### config.mk
export PLATFORM = sky130hd
export DESIGN_NAME = uart_word_sender
export DESIGN_NICKNAME = d
export VERILOG_FILES = /design/src/rtl/uart_pkg.sv /design/src/rtl/hex_nibble_to_ascii.sv /design/src/rtl/uart_word_sender.sv
export SDC_FILE = /design/constraint.sdc
export NUM_CORES = 1
export LEC_CHECK = 0
export CAP_MARGIN = 5
export CORE_UTILIZATION = 43
export CTS_CLUSTER_DIAMETER = 120
export DETAILED_ROUTE_END_ITERATION = 6
export PLACE_DENSITY = 0.77
export SETUP_SLACK_MARGIN = 0.15
export SLEW_MARGIN = 15
export SYNTH_ARGS = -nofsm -noshare
export SYNTH_HDL_FRONTEND = slang
export SYNTH_HIERARCHICAL = 1
export SYNTH_SLANG_ARGS = --single-unit
### constraint.sdc
create_clock -name clk -period 2.5 [get_ports clk]
set_input_delay 0.5 -clock clk [delete_from_list [all_inputs] [get_ports clk]]
set_output_delay 0.5 -clock clk [all_outputs]
set_load 0.05 [all_outputs]
### src/rtl/uart_pkg.sv
// uart_pkg: shared state encoding and ASCII constants for the UART word sender
package uart_pkg;
    localparam logic [1:0] IDLE = 2'd0;
    localparam logic [1:0] SEND = 2'd1;
    localparam logic [1:0] WAIT = 2'd2;
    typedef enum logic [1:0] {
        ST_IDLE = IDLE,
        ST_SEND = SEND,
        ST_WAIT = WAIT
    } state_t;
    localparam logic [7:0] ASCII_ZERO = 8'h30;
    localparam logic [7:0] ASCII_A    = 8'h41;
endpackage

### src/rtl/hex_nibble_to_ascii.sv
// hex_nibble_to_ascii: maps a 4-bit nibble to its uppercase ASCII hex character
module hex_nibble_to_ascii
    import uart_pkg::*;
(
    input  logic [3:0] i_nib,
    output logic [7:0] o_char
);
    assign o_char = (i_nib < 4'd10) ? ASCII_ZERO + {4'd0, i_nib}
                                    : ASCII_A + {4'd0, i_nib} - 8'd10;
endmodule

### src/rtl/uart_word_sender.sv
// uart_word_sender: splits a wide word into bytes (or hex characters with UART_HEX_ASCII_EN) for a UART transmitter
module uart_word_sender
    import uart_pkg::*;
#(
    parameter int WIDTH     = 32,
    parameter bit MSB_FIRST = 1'b1
) (
    input  logic             clk,
    input  logic             reset_n,
    input  logic [WIDTH-1:0] word_din,
    input  logic             word_valid,
    output logic             word_ready,
    output logic             tx_start,
    output logic [7:0]       tx_din,
    input  logic             tx_done_tick,
    output logic             busy,
    output logic             done_tick
);
    localparam int NBYTES = WIDTH / 8;
`ifdef UART_HEX_ASCII_EN
    localparam int NCHARS = 2 * NBYTES;
`else
    localparam int NCHARS = NBYTES;
`endif
    localparam int CW = $clog2(NCHARS + 1);
    localparam logic [CW-1:0] LAST = CW'(NCHARS - 1);

    state_t           r_state, w_next;
    logic [WIDTH-1:0] r_shift, w_shift_nx;
    logic [CW-1:0]    r_cnt;
    logic             r_done;
    logic             w_last;
    logic [7:0]       w_char;

    assign w_last = (r_cnt == LAST);

`ifdef UART_HEX_ASCII_EN
    logic [3:0] w_nib;
    // LSB-first keeps the byte in place for its high/low characters, then drops it
    assign w_nib      = MSB_FIRST ? r_shift[WIDTH-1 -: 4] : (r_cnt[0] ? r_shift[3:0] : r_shift[7:4]);
    assign w_shift_nx = MSB_FIRST ? r_shift << 4 : (r_cnt[0] ? r_shift >> 8 : r_shift);
    hex_nibble_to_ascii u_hex (
        .i_nib  (w_nib),
        .o_char (w_char)
    );
`else
    assign w_char     = MSB_FIRST ? r_shift[WIDTH-1 -: 8] : r_shift[7:0];
    assign w_shift_nx = MSB_FIRST ? r_shift << 8 : r_shift >> 8;
`endif

    assign word_ready = (r_state == ST_IDLE);
    assign busy       = (r_state != ST_IDLE);
    assign tx_start   = (r_state == ST_SEND);
    assign tx_din     = busy ? w_char : 8'h00;
    assign done_tick  = r_done;

    // next-state decode
    always_comb begin
        w_next = r_state;
        unique case (r_state)
            ST_IDLE: w_next = word_valid ? ST_SEND : ST_IDLE;
            ST_SEND: w_next = ST_WAIT;
            ST_WAIT: w_next = tx_done_tick ? (w_last ? ST_IDLE : ST_SEND) : ST_WAIT;
            default: w_next = ST_IDLE;
        endcase
    end

    // state register
    always_ff @(posedge clk or negedge reset_n) begin
        if (!reset_n) r_state <= ST_IDLE;
        else          r_state <= w_next;
    end

    // word capture, per-transfer shift/count and completion pulse
    always_ff @(posedge clk or negedge reset_n) begin
        if (!reset_n) begin
            r_shift <= '0;
            r_cnt   <= '0;
            r_done  <= 1'b0;
        end else begin
            r_done <= (r_state == ST_WAIT) && tx_done_tick && w_last;
            if (r_state == ST_IDLE && word_valid) begin
                r_shift <= word_din;
                r_cnt   <= '0;
            end else if (r_state == ST_WAIT && tx_done_tick && !w_last) begin
                r_shift <= w_shift_nx;
                r_cnt   <= r_cnt + CW'(1);
            end
        end
    end
endmodule

# == After elaboration in Yosys (flattened, before gate mapping) ==
# Index checks and enable logic that the tools add are counted.
# classes
add_sub_neg,1
multipliers,0
n_div,0
n_lt_le_gt_ge,0
n_eq_ne,3
shift,0
n_mux,9
bitwise,0
n_reduce_logical,8
# op_table
operator,n
32-bit 2-to-1 mux,2
8-bit 2-to-1 mux,1
3-bit 2-to-1 mux,2
2-bit one-hot mux with 3 select lines,1
1-bit logical AND,4
2-bit nonzero test,2
3-bit by 1-bit adder with 3-bit output (second input constant),1
3-bit by 2-bit == test with 1-bit output (second input constant),1
2-bit by 1-bit == test with 1-bit output (second input constant),1
2-bit == test (second input constant),1
2-bit zero test,1
1-bit 2-to-1 mux,2
2-bit 2-to-1 mux,1
1-bit zero test,1
# totals
ff_bits,38
latchBits,0
mem_bits_rw,0
mem_bits_ro,0
input_bits,36
n_memories,0

# == Logic depth before layout (Yosys ltp) ==
# logic_depth
word_depth,5
ltp_mapped,8
depth_no_buf,6

# == Least setup slack after synthesis ==
# OpenSTA, ideal clock, no wires.
# synth_path
path_kind,reg-to-output
start,reg r_state[1]
end,out busy
t_arrival_ns,1.934
path_slack_ns,0.066
path_stages_with_launch,4
cell_sequence,dfrtp_1 -> buf_6 -> nor2_1 -> inv_1
# synth_between
elab_chain_len,1
# synth_lines
element,line_no,source
start: declaration,uart_word_sender.sv:28,"state_t r_state, w_next;"
start signal: assignment,uart_word_sender.sv:71,else r_state <= w_next;
2-bit nonzero test,uart_word_sender.sv:52,assign busy = (r_state != ST_IDLE);
end: declaration,uart_word_sender.sv:16,"output logic busy,"
# Every way passes these cells.

# == Worst setup path after layout ==
# layout_path
start,reg r_state[1]
end,out tx_din[2]
# layout_between
elab_chain_len,2
# layout_lines
element,line_no,source
2-bit nonzero test,uart_word_sender.sv:52,
8-bit 2-to-1 mux,uart_word_sender.sv:54,assign tx_din = busy ? w_char : 8'h00;
end: declaration,uart_word_sender.sv:14,"output logic [7:0] tx_din,"
# Every way passes these cells.

==> impl_metrics.sql <==
INSERT INTO impl_metrics (metric_group, metric, value, unit) VALUES
('setup_path', 'crit_path_max_fanout', '10', ''),
('logic_synthesis', 'number_of_instances_in_the_synthesized_netlist', '134', ''),
('final_layout', 'non_filler_cells_in_the_finished_layout', '238', ''),
('die', 'die_height', '69.7', 'um'),
('placement', 'globalplace.congestion', '0.753', ''),
('clock_network', 'clock_sink_count', '38', ''),
('logic_synthesis', 'ys_types', '25', ''),
('route', 'num_vias', '1217', ''),
('timing', 'timing.final.crit_share', '0.862', ''),
('timing', 'maxSlewViolCount', '0', ''),
('global_route', 'global_route.usage.total', '0.162', ''),
('power', 'p_per_area', '1260', 'nW/um^2'),
('outcome', 'outcome', 'complete, no violations', ''),
('timing', 'finalWorstPathRequiredPeriod', '2.15', 'ns'),
('clock_network', 'cts.repair_timing.setup_buffer_count', '0', ''),
('logic_synthesis', 'synthDominantCellAreaShare', '0.483', ''),
('clock_network', 'holdBufCountCts', '0', ''),
('final_layout', 'final.fill_count', '358', ''),
('logic_synthesis', 'mappedNetlistArea', '1970', 'um^2'),
('timing', 'hold_ws', '0.310', 'ns'),
('placement', 'post-place-cells', '230', ''),
('route', 'final_antenna_net_count', '0', ''),
('final_layout', 'nets', '223', ''),
('clock_network', 'h_tree_depth_reported_by_cts', '2', ''),
('placement', 'dp.final_hpwl', '2.73', 'mm'),
('route', 'post_drt_wl_per_cell', '15.4', 'um'),
('final_layout', 'antenna_cells_inserted', '0', ''),
('clock_network', 'clock_insertion_delay_worst_skew', '0.28', 'ns'),
('die', 'rows', '24', ''),
('die', 'die_area', '4850', 'um^2'),
('timing', 'achievable-frequency', '0.464', 'GHz'),
('route', 'drc', '0', ''),
('logic_synthesis', 'post_synth_mux_area_share', '0.350', ''),
('setup_path', 'critical_setup_path_kind', 'reg -> out', ''),
('power', 'power_leakage', '1.24', 'nW'),
('global_route', 'grt_max_degree', '39', ''),
('logic_synthesis', 'synth.yosys.seq_area_share', '0.483', ''),
('global_route', 'grt_first_pass_wirelength', '6.16', 'mm'),
('clock_network', 'cts-root-buf', 'sky130_fd_sc_hd__clkbuf_8', ''),
('global_route', 'globalRoute.totalOverflow', '0', ''),
('logic_synthesis', 'synth_compound_area_frac', '0.0400', ''),
('setup_path', 'endpoint_kind', 'output pin', ''),
('placement', 'placement.cell_area', '2470', 'um^2'),
('timing', 'fin_worst_skew', '0.00553', 'ns'),
('timing', 'fin_tns_setup', '0', 'ns'),
('setup_path', 'cp-start-kind', 'flip-flop', ''),
('die', 'horizontal_die_dimension', '69.7', 'um'),
('timing', 'grt_setup_unrepaired', 'false', ''),
('placement', 'minimum_setup_slack_after_placement', '0.142', 'ns'),
('logic_synthesis', 'synthesis.yosys.warnings', '6', ''),
('clock_network', 'worst_setup_hold_path_clk_slew', '0.07', 'ns'),
('logic_synthesis', 'synth-seq-cells', '38', ''),
('placement', 'portBuffers', '47', ''),
('setup_path', 'cp.arrival', '1.65', 'ns'),
('power', 'power.ir.vdd_worst', '0.000446', 'V'),
('logic_synthesis', 'area_share_of_xor_xnor_cells_in_the_synthesized_design', '0', ''),
('die', 'initial_utilization', '0.449', ''),
('route', 'detailedRoute.firstIterationViolations', '50', ''),
('die', 'io_pins', '48', ''),
('final_layout', 'layout-drive-gt1-share', '0.349', ''),
('final_layout', 'design_area', '2550', 'um^2'),
('timing', 'final_report_setup_violation_count', '0', ''),
('logic_synthesis', 'synth_top_family_by_area', 'multiplexers', ''),
('final_layout', 'mostFrequentLayoutCells', 'sky130_fd_sc_hd__dfrtp_1, sky130_fd_sc_hd__clkdlybuf4s50_1, sky130_fd_sc_hd__mux2_4, sky130_fd_sc_hd__mux2_2', ''),
('die', 'core-area', '4380', 'um^2'),
('timing', 'postLayoutSetupSlackWorst', '0.346', 'ns'),
('timing', 'max_slew.worst_pin.slew', '0.830', 'ns'),
('min_path', 'timing.hold.worst.class', 'in -> async', ''),
('logic_synthesis', 'avgSynthCellArea', '14.7', 'um^2'),
('logic_synthesis', 'post_synth_and_or_nand_nor_area_fraction', '0.0724', ''),
('global_route', 'vias_in_the_first_global_route', '1287', '');
==> routing by layer <==
layer	vias to the layer above	share of wire	track usage
li1	575	-	-
met1	591	0.43	0.196
met2	42	0.49	0.278
met3	9	0.051	0.0363
met4	0	0.022	0.0689
met5	-	0	0
==> logic make-up (layout without fill, tap and decap cells) <==
kind of cell	after synthesis	after routing
muxes	50	50
AOI/OAI and AO/OA	10	10
adders and majority gates	2	2
and+or+nand+nor	23	23
buffers and inverters	11	63
DFF	38	38
==> stage by stage <==
step,utilization,power [mW]
after floorplan,-,2.49
after global placement,0.563,2.80
after detailed placement,0.563,2.87
after CTS,0.581,3.25
after global routing,0.581,3.40
final,0.581,3.22
==> path summary, 6_finish.rpt <==
| check | slack [ns] | to | cells after the start | startpoint |
|---|---|---|---|---|
| max | 0.35 | tx_din[2] | 3 | r_state[1] |
| min | 0.31 | r_shift[22] | 1 | reset_n |
| max reg2reg | 0.40 | r_shift[31] | 7 | r_cnt[0] |
| min reg2reg | 0.50 | r_shift[0] | 1 | r_shift[0] |
| max in group asynchronous | 1.67 | r_shift[9] | 1 | reset_n |
| min in group clk | 0.50 | r_shift[0] | 1 | r_shift[0] |
==> sequential cells by signal, summed over array words and instances (netlist names) <==
name / cells
done_tick: 1
r_cnt: 3
r_shift: 32
r_state: 2
==> synth_stat cells, drive strengths merged <==
library cell	number
ha	2
buf	8
inv	2
nor2b	9
nor3b	2
nand2b	1
or2	1
nor4bb	1
a21oi	1
a22o	7
o21ai	1
a21o	1
or3b	1
nand3b	1
nand2	5
dfrtp	38
and4b	1
mux2	49
nor2	1
clkinv	1
mux2i	1
==> final cells by class <==
cell class / instances / area, um^2 / share of cell area
flip-flops and latches: 38 / 951 / 0.373
multi-input cells: 85 / 938 / 0.368
repair buffers: 52 / 492 / 0.193
clock buffers: 7 / 86.3 / 0.0339
well taps: 52 / 65.1 / 0.0255
inverters: 3 / 11.3 / 0.00442
clock inverters: 1 / 5.00 / 0.00196
==> critical path, stage by stage (launching register included) <==
cell and delay, ns:
sky130_fd_sc_hd__dfrtp_1 0.47, sky130_fd_sc_hd__nor2_2 0.37, sky130_fd_sc_hd__nor2b_1 0.09, sky130_fd_sc_hd__dlygate4sd2_1 0.43
==> where the power goes <==
group,switching (mW),total (mW),internal (mW)
registers,0.178,1.07,0.895
clock network,0.201,0.423,0.222
logic,0.782,1.72,0.941
No activity file was read; power rests on OpenSTA's default activity.
